File: config.mk
export PLATFORM = sky130hd
export DESIGN_NAME = hazard_ctrl
export DESIGN_NICKNAME = d
export VERILOG_FILES = /design/src/rtl/hazard_pkg.sv /design/src/rtl/hazard_perf_ctr.sv /design/src/rtl/hazard_ctrl.sv
export SDC_FILE = /design/constraint.sdc
export NUM_CORES = 1
export LEC_CHECK = 0
export ABC_AREA = 1
export CAP_MARGIN = 10
export CORE_ASPECT_RATIO = 0.7
export CORE_MARGIN = 4
export CORE_UTILIZATION = 29
export DETAILED_ROUTE_END_ITERATION = 8
export HOLD_SLACK_MARGIN = 0.06
export PLACE_DENSITY = 0.81
export SLEW_MARGIN = 20
export SYNTH_ARGS = -nofsm -noshare
export SYNTH_HDL_FRONTEND = slang
export SYNTH_SLANG_ARGS = --single-unit
File: constraint.sdc
create_clock -name clk -period 1.33 [get_ports clk]
set_clock_uncertainty 0.1 [all_clocks]
set_input_delay 0.399 -clock clk [delete_from_list [all_inputs] [get_ports clk]]
set_output_delay 0.399 -clock clk [all_outputs]
set_load 0.02 [all_outputs]
File: src/rtl/hazard_pkg.sv
// hazard_pkg: shared FSM state type and forwarding-select encodings for the RVX10-P hazard logic
package hazard_pkg;

   typedef enum logic {RUN, WAIT} hz_state_t;

   localparam logic [1:0] FWD_NONE = 2'b00;
   localparam logic [1:0] FWD_MEM  = 2'b01;
   localparam logic [1:0] FWD_WB   = 2'b10;

endpackage

File: src/rtl/hazard_perf_ctr.sv
// hazard_perf_ctr: generic W-bit enable counter, wraps modulo 2^W, cleared by async reset
module hazard_perf_ctr #(
   parameter int W = 32
) (
   input  logic         clk,
   input  logic         reset_n,
   input  logic         en_i,
   output logic [W-1:0] cnt_o
);

   logic [W-1:0] cnt_q, cnt_d;

   assign cnt_d = en_i ? cnt_q + W'(1) : cnt_q;

   // count one per enabled cycle
   always_ff @(posedge clk or negedge reset_n)
      if (!reset_n) cnt_q <= '0;
      else          cnt_q <= cnt_d;

   assign cnt_o = cnt_q;

endmodule

File: src/rtl/hazard_ctrl.sv
// hazard_ctrl: stall/flush controller for the 5-stage RVX10-P pipeline (load-use, taken branch,
// data-memory wait states) with a sticky memory-timeout flag. Define HAZARD_PERF_EN to build the
// stall/flush/wait performance counters; otherwise those ports are tied to 0.
module hazard_ctrl
   import hazard_pkg::*;
#(
   parameter int MEM_TIMEOUT = 64,
   parameter int CNT_W       = 32
) (
   input  logic             clk,
   input  logic             reset_n,
   input  logic [4:0]       Rs1D,
   input  logic [4:0]       Rs2D,
   input  logic [4:0]       RdE,
   input  logic             RegWriteE,
   input  logic             ResultSrcE0,
   input  logic             PCSrcE,
   input  logic             MemReqM,
   input  logic             dmem_ready,
   output logic             StallF,
   output logic             StallD,
   output logic             StallE,
   output logic             StallM,
   output logic             FlushD,
   output logic             FlushE,
   output logic             FlushW,
   output logic             mem_timeout,
   output logic [CNT_W-1:0] stall_cnt,
   output logic [CNT_W-1:0] flush_cnt,
   output logic [CNT_W-1:0] wait_cnt
);

   localparam int              WC_W = $clog2(MEM_TIMEOUT + 1);
   localparam logic [WC_W-1:0] TMO  = WC_W'(MEM_TIMEOUT);

   hz_state_t       state_q, state_d;
   logic [WC_W-1:0] wcnt_q, wcnt_d;
   logic            mem_timeout_q, mem_timeout_d;
   logic            memwait, lw_stall;

   assign memwait  = MemReqM & ~dmem_ready;
   assign lw_stall = ResultSrcE0 & RegWriteE & (RdE != 5'd0) & ((RdE == Rs1D) | (RdE == Rs2D));

   // a memory wait freezes the whole front of the pipe and masks branch/load-use until it clears
   assign StallF = memwait | lw_stall;
   assign StallD = memwait | lw_stall;
   assign StallE = memwait;
   assign StallM = memwait;
   assign FlushW = memwait;
   assign FlushD = ~memwait & PCSrcE;
   assign FlushE = ~memwait & (lw_stall | PCSrcE);

   assign state_d       = (state_q == RUN) ? (memwait ? WAIT : RUN) : (dmem_ready ? RUN : WAIT);
   assign wcnt_d        = (state_q == WAIT && !dmem_ready) ? ((wcnt_q == TMO) ? wcnt_q : wcnt_q + WC_W'(1)) : '0;
   assign mem_timeout_d = mem_timeout_q | (wcnt_d == TMO);

   // wait FSM, saturating wait counter and sticky timeout flag
   always_ff @(posedge clk or negedge reset_n)
      if (!reset_n) begin
         state_q       <= RUN;
         wcnt_q        <= '0;
         mem_timeout_q <= 1'b0;
      end else begin
         state_q       <= state_d;
         wcnt_q        <= wcnt_d;
         mem_timeout_q <= mem_timeout_d;
      end

   assign mem_timeout = mem_timeout_q;

`ifdef HAZARD_PERF_EN
   hazard_perf_ctr #(.W(CNT_W)) u_stall_ctr (.clk(clk), .reset_n(reset_n), .en_i(StallF),          .cnt_o(stall_cnt));
   hazard_perf_ctr #(.W(CNT_W)) u_flush_ctr (.clk(clk), .reset_n(reset_n), .en_i(FlushD),          .cnt_o(flush_cnt));
   hazard_perf_ctr #(.W(CNT_W)) u_wait_ctr  (.clk(clk), .reset_n(reset_n), .en_i(state_q == WAIT), .cnt_o(wait_cnt));
`else
   assign stall_cnt = '0;
   assign flush_cnt = '0;
   assign wait_cnt  = '0;
`endif

endmodule
# Word-level counts from Yosys, hierarchy flattened
# Index checks and enable logic that the tools add are counted.
# totals
reg_bits,9
input_bits,22
output_inout_bits,104
elab_cells,28
# classes
n_addsub,1
eq_ne,4
muxes,5
n_bitwise,12
reduce_logical,3
# op_table
cell,n
"7-bit == test, second input constant",2
7-bit 2-to-1 mux,2
5-bit == test,2
"7-bit by 1-bit adder with 7-bit output, second input constant",1
1-bit bitwise AND,6
5-bit nonzero test,1
1-bit OR,4
1-bit 2-to-1 mux,3
1-bit inverter,2
1-bit logical AND,1
1-bit zero test,1

# Depth between registers and ports, before layout
# depth
ltp_word,5
mapped_depth,11
mapped_depth_nobuf,11

# Worst setup path before layout
# No wires, ideal clock.
# synth_timing
kind,input-to-output
startpoint,in MemReqM
endpoint,out StallF
arrival_ns,1.342
t_required_ns,0.831
setup_slack_ns,-0.511
stages,5
n_path_buf,1
path_cell_list,inv_1 -> nor2_1 -> inv_1 -> nand2_1 -> buf_4
# synth_via
elab_chain_cells,2
# synth_rtl
element,line,rtl
from (decl),hazard_ctrl.sv:18,"input logic MemReqM,"
1-bit bitwise AND,hazard_ctrl.sv:41,assign memwait = MemReqM & ~dmem_ready;
named net FlushW,hazard_ctrl.sv:26,"output logic FlushW,"
1-bit OR,--,
to (decl),hazard_ctrl.sv:20,"output logic StallF,"
# The timed path passes the listed nets, and every way through them passes these cells.

# Worst setup path after layout
# layout_timing
startpoint,in Rs2D[1]
endpoint,out StallF
# layout_via
elab_chain_cells,4
# layout_rtl
element,line,rtl
from (decl),hazard_ctrl.sv:13,"input logic [4:0] Rs2D,"
5-bit == test,hazard_ctrl.sv:42,assign lw_stall = ResultSrcE0 & RegWriteE & (RdE != 5'd0) & ((RdE == Rs1D) | (RdE == Rs2D));
1-bit OR,hazard_ctrl.sv:42,
1-bit bitwise AND,hazard_ctrl.sv:42,
1-bit OR,hazard_ctrl.sv:45,assign StallF = memwait | lw_stall;
# Every way passes these cells.

==> Implementation_results.wiki <==
{| class="wikitable"
! Metric !! Value
|-
| Total Power || 1.09 mW
|-
| Clock Sinks || 9
|-
| Level count of the clock H-tree || 1
|-
| Net switching power figure || 0.474 mW
|-
| Maximum number of pins on one net before global-route repair || 10
|-
| Horiz. Die Dim || 92.7 µm
|-
| Crit path time final || 1750 ps
|-
| HPWL Detailed || 2.43 mm
|-
| Share of the synthesized area in the top cell type || 0.510
|-
| Fill cell count || 500
|-
| Placeable Area || 4810 µm²
|-
| DRT Wirelength || 3.07 mm
|-
| Origin of the critical flop-to-flop path || wcnt_q[0]
|-
| Unique cell type count in the Yosys netlist || 21
|-
| Standard-cell rows || 21
|-
| Endpoint kind of the worst setup timing path || output pin
|-
| Number of global-route vias before repair || 901
|-
| Cell leakage power || 0.975 nW
|-
| Layout-stage area growth over the synthesis result || 18.0%
|-
| Arrival time of the worst setup path || 1250 ps
|-
| Outcome || finished with violations
|-
| Total vias in the final route || 1,020
|-
| Highest ir drop seen on vdd || 0.255 mV
|-
| Nets@finish || 271
|-
| Violations in the final reports || setup timing
|-
| Syn Inst Count || 202
|-
| Type of the setup path with the least slack || input pin to output pin
|-
| Number of warnings issued by yosys || 0
|-
| Hold Violations, Final || 0
|-
| Worst setup path startpoint || Rs2D[1]
|-
| Antenna violations before repair || 0
|-
| Switching share of power || 0.435
|-
| Leading cell types in the layout, fill and taps excluded || conb_1, buf_6, nand2_1
|-
| Via density per instance || 3.24
|-
| Count of input and output buffers || 29
|-
| Sequential fraction of design power || 0.263
|-
| Post-layout worst setup margin || -419 ps
|-
| Comb power frac || 0.444
|-
| GRT Residual Overflow || 0
|-
| Final sum of negative setup slack || -1890 ps
|-
| Synthesis-stage register bit count || 9
|-
| Clock power share || 0.293
|-
| Cell Pwr Density || 634 nW/µm²
|-
| Highest clock frequency the design can meet || 0.572 GHz
|-
| Top-Level Pins || 126
|-
| Worst reg2reg setup slack || -190 ps
|-
| Critical Path Fanout Max || 2
|-
| Post-route DRC violation count || 0
|-
| Final count of negative-setup-slack endpoints || 12
|-
| Final RePlAce weighted congestion || 0.766
|-
| Antenna cells || 0
|-
| Total count of max-transition violations in the final report || 0
|-
| Worst-skew pair later-pin latency || 230 ps
|-
| Die H || 67.3 µm
|-
| Post-synthesis sequential area ratio || 0.155
|-
| Reg2reg end || mem_timeout
|-
| Average wire per standard cell || 9.76 µm
|-
| TritonCTS clock tree || done
|-
| Post-synthesis average cell area || 7.22 µm²
|-
| Leading post-synthesis cells by cell area || buf_4, dfrtp_1, nand2_1, inv_1, xor2_1
|-
| Clk slew on worst S/H paths || 50 ps
|-
| Final Core Density || 0.358
|-
| Clock buffer depth || 2
|-
| Clock root buffer || clkbuf_8
|-
| Register-to-Register Path Depth || 11
|-
| Internal Power || 0.616 mW
|-
| Critical Path RT || 830 ps
|-
| Total clock buffers created by CTS || 3
|-
| Starting density of the core || 0.303
|-
| RSZ-0062 raised after global routing || true
|-
| First-pass GRT wire length || 4.02 mm
|-
| Residual antenna-violating net count after detailed routing || 0
|-
| Startpoint type of the worst setup path || input pin
|-
| Largest area contributor in the synthesized netlist || buf_4
|-
| Share of the clock period used by the worst path || 1.31
|-
| Mapped Area || 1460 µm²
|-
| Share of post-route cells with drive strength above 1 || 0.337
|-
| Hold WC Path Type || input pin to async pin
|-
| Total Die Area || 6240 µm²
|-
| Total routing resource utilization after global routing || 0.0807
|-
| Most frequent standard cell in the layout excluding fill and tap cells || conb_1
|-
| Max-cap viol count || 0
|-
| DRC violation total after the first TritonRoute iteration || 67
|-
| Detailed-router iteration count before antenna repair || 4
|}
[metal layers]
layer | global-route usage | vias up | share of wire
met5 | 0 | - | 0
met4 | 0.0384 | 0 | 0.019
met3 | 0.00334 | 7 | 0.047
met2 | 0.169 | 35 | 0.62
met1 | 0.0838 | 478 | 0.32
li1 | - | 500 | -
[cells in the mapped netlist, drive strengths merged]
library cell / count
a21oi: 1
dfrtp: 9
nand2: 25
nor3: 1
nor2: 14
inv: 21
o21ai: 1
clkinv: 1
xor2: 8
buf: 99
ha: 2
o21bai: 1
nand3: 13
conb: 1
xnor2: 2
nand4: 3
[worst max-delay path by stage]
stage	end	slack, ps
CTS	StallF	-400
floorplan	StallF	-260
finish	StallF	-420
global route	StallF	-470
detailed placement	StallF	-1280
global placement	StallF	-1270
[worst max-delay path, stage by stage]
cell and delay, ps:
buf_2 100, xor2_1 150, nor2_1 150, nand3_1 90
nand2_1 90, nand2_1 60, nand2_2 80, buf_6 120
[flip-flops by register name (all words and copies together), names as in the netlist]
register     cells
wcnt_q           7
state_q          1
mem_timeout      1
[power by group through the flow]
stage | clock [mW] | sequential, mW | combinational (mW)
finish | 0.320 | 0.286 | 0.484
global route | 0.344 | 0.286 | 0.521
CTS | 0.324 | 0.286 | 0.456
detailed placement | 0 | 0.289 | 0.453
global placement | 0 | 0.289 | 0.449
floorplan | 0 | 0.289 | 0.543
[cells by family after synthesis]
family | synth area share
xor+xnor | 0.0601
other cells | 0.00257
simple gates | 0.182
fa+ha+maj | 0.0172
flops | 0.155
compound gates | 0.0172
buf+inv | 0.567
[final cells by class]
type	count	area (µm²)	area share
clock buffers	4	45.0	0.0262
flip-flops and latches	9	226	0.132
repair buffers	44	384	0.223
inverters	22	87.6	0.0509
well taps	69	86.3	0.0502
multi-input cells	167	891	0.518
[per-stage QoR]
| step | std cells | setup slack, ps | cell area, µm² | hold slack [ps] |
|---|---|---|---|---|
| floorplan | 297 | -255 | 1830 | 3.41 |
| global placement | 308 | -1270 | 1550 | 353 |
| detailed placement | 308 | -1280 | 1550 | 365 |
| CTS | 314 | -398 | 1620 | 373 |
| global route | 315 | -465 | 1720 | 398 |
| finish | 315 | -419 | 1720 | 370 |
[timing repair]
action / in CTS / in global routing
gates resized for setup: 133 / 26
hold buffers: 0 / 0
buffers inserted: 2 / 3
pin swaps: 24 / 15
endpoints found under the setup margin: 16 / 13
(Power assumes the default switching activity.)
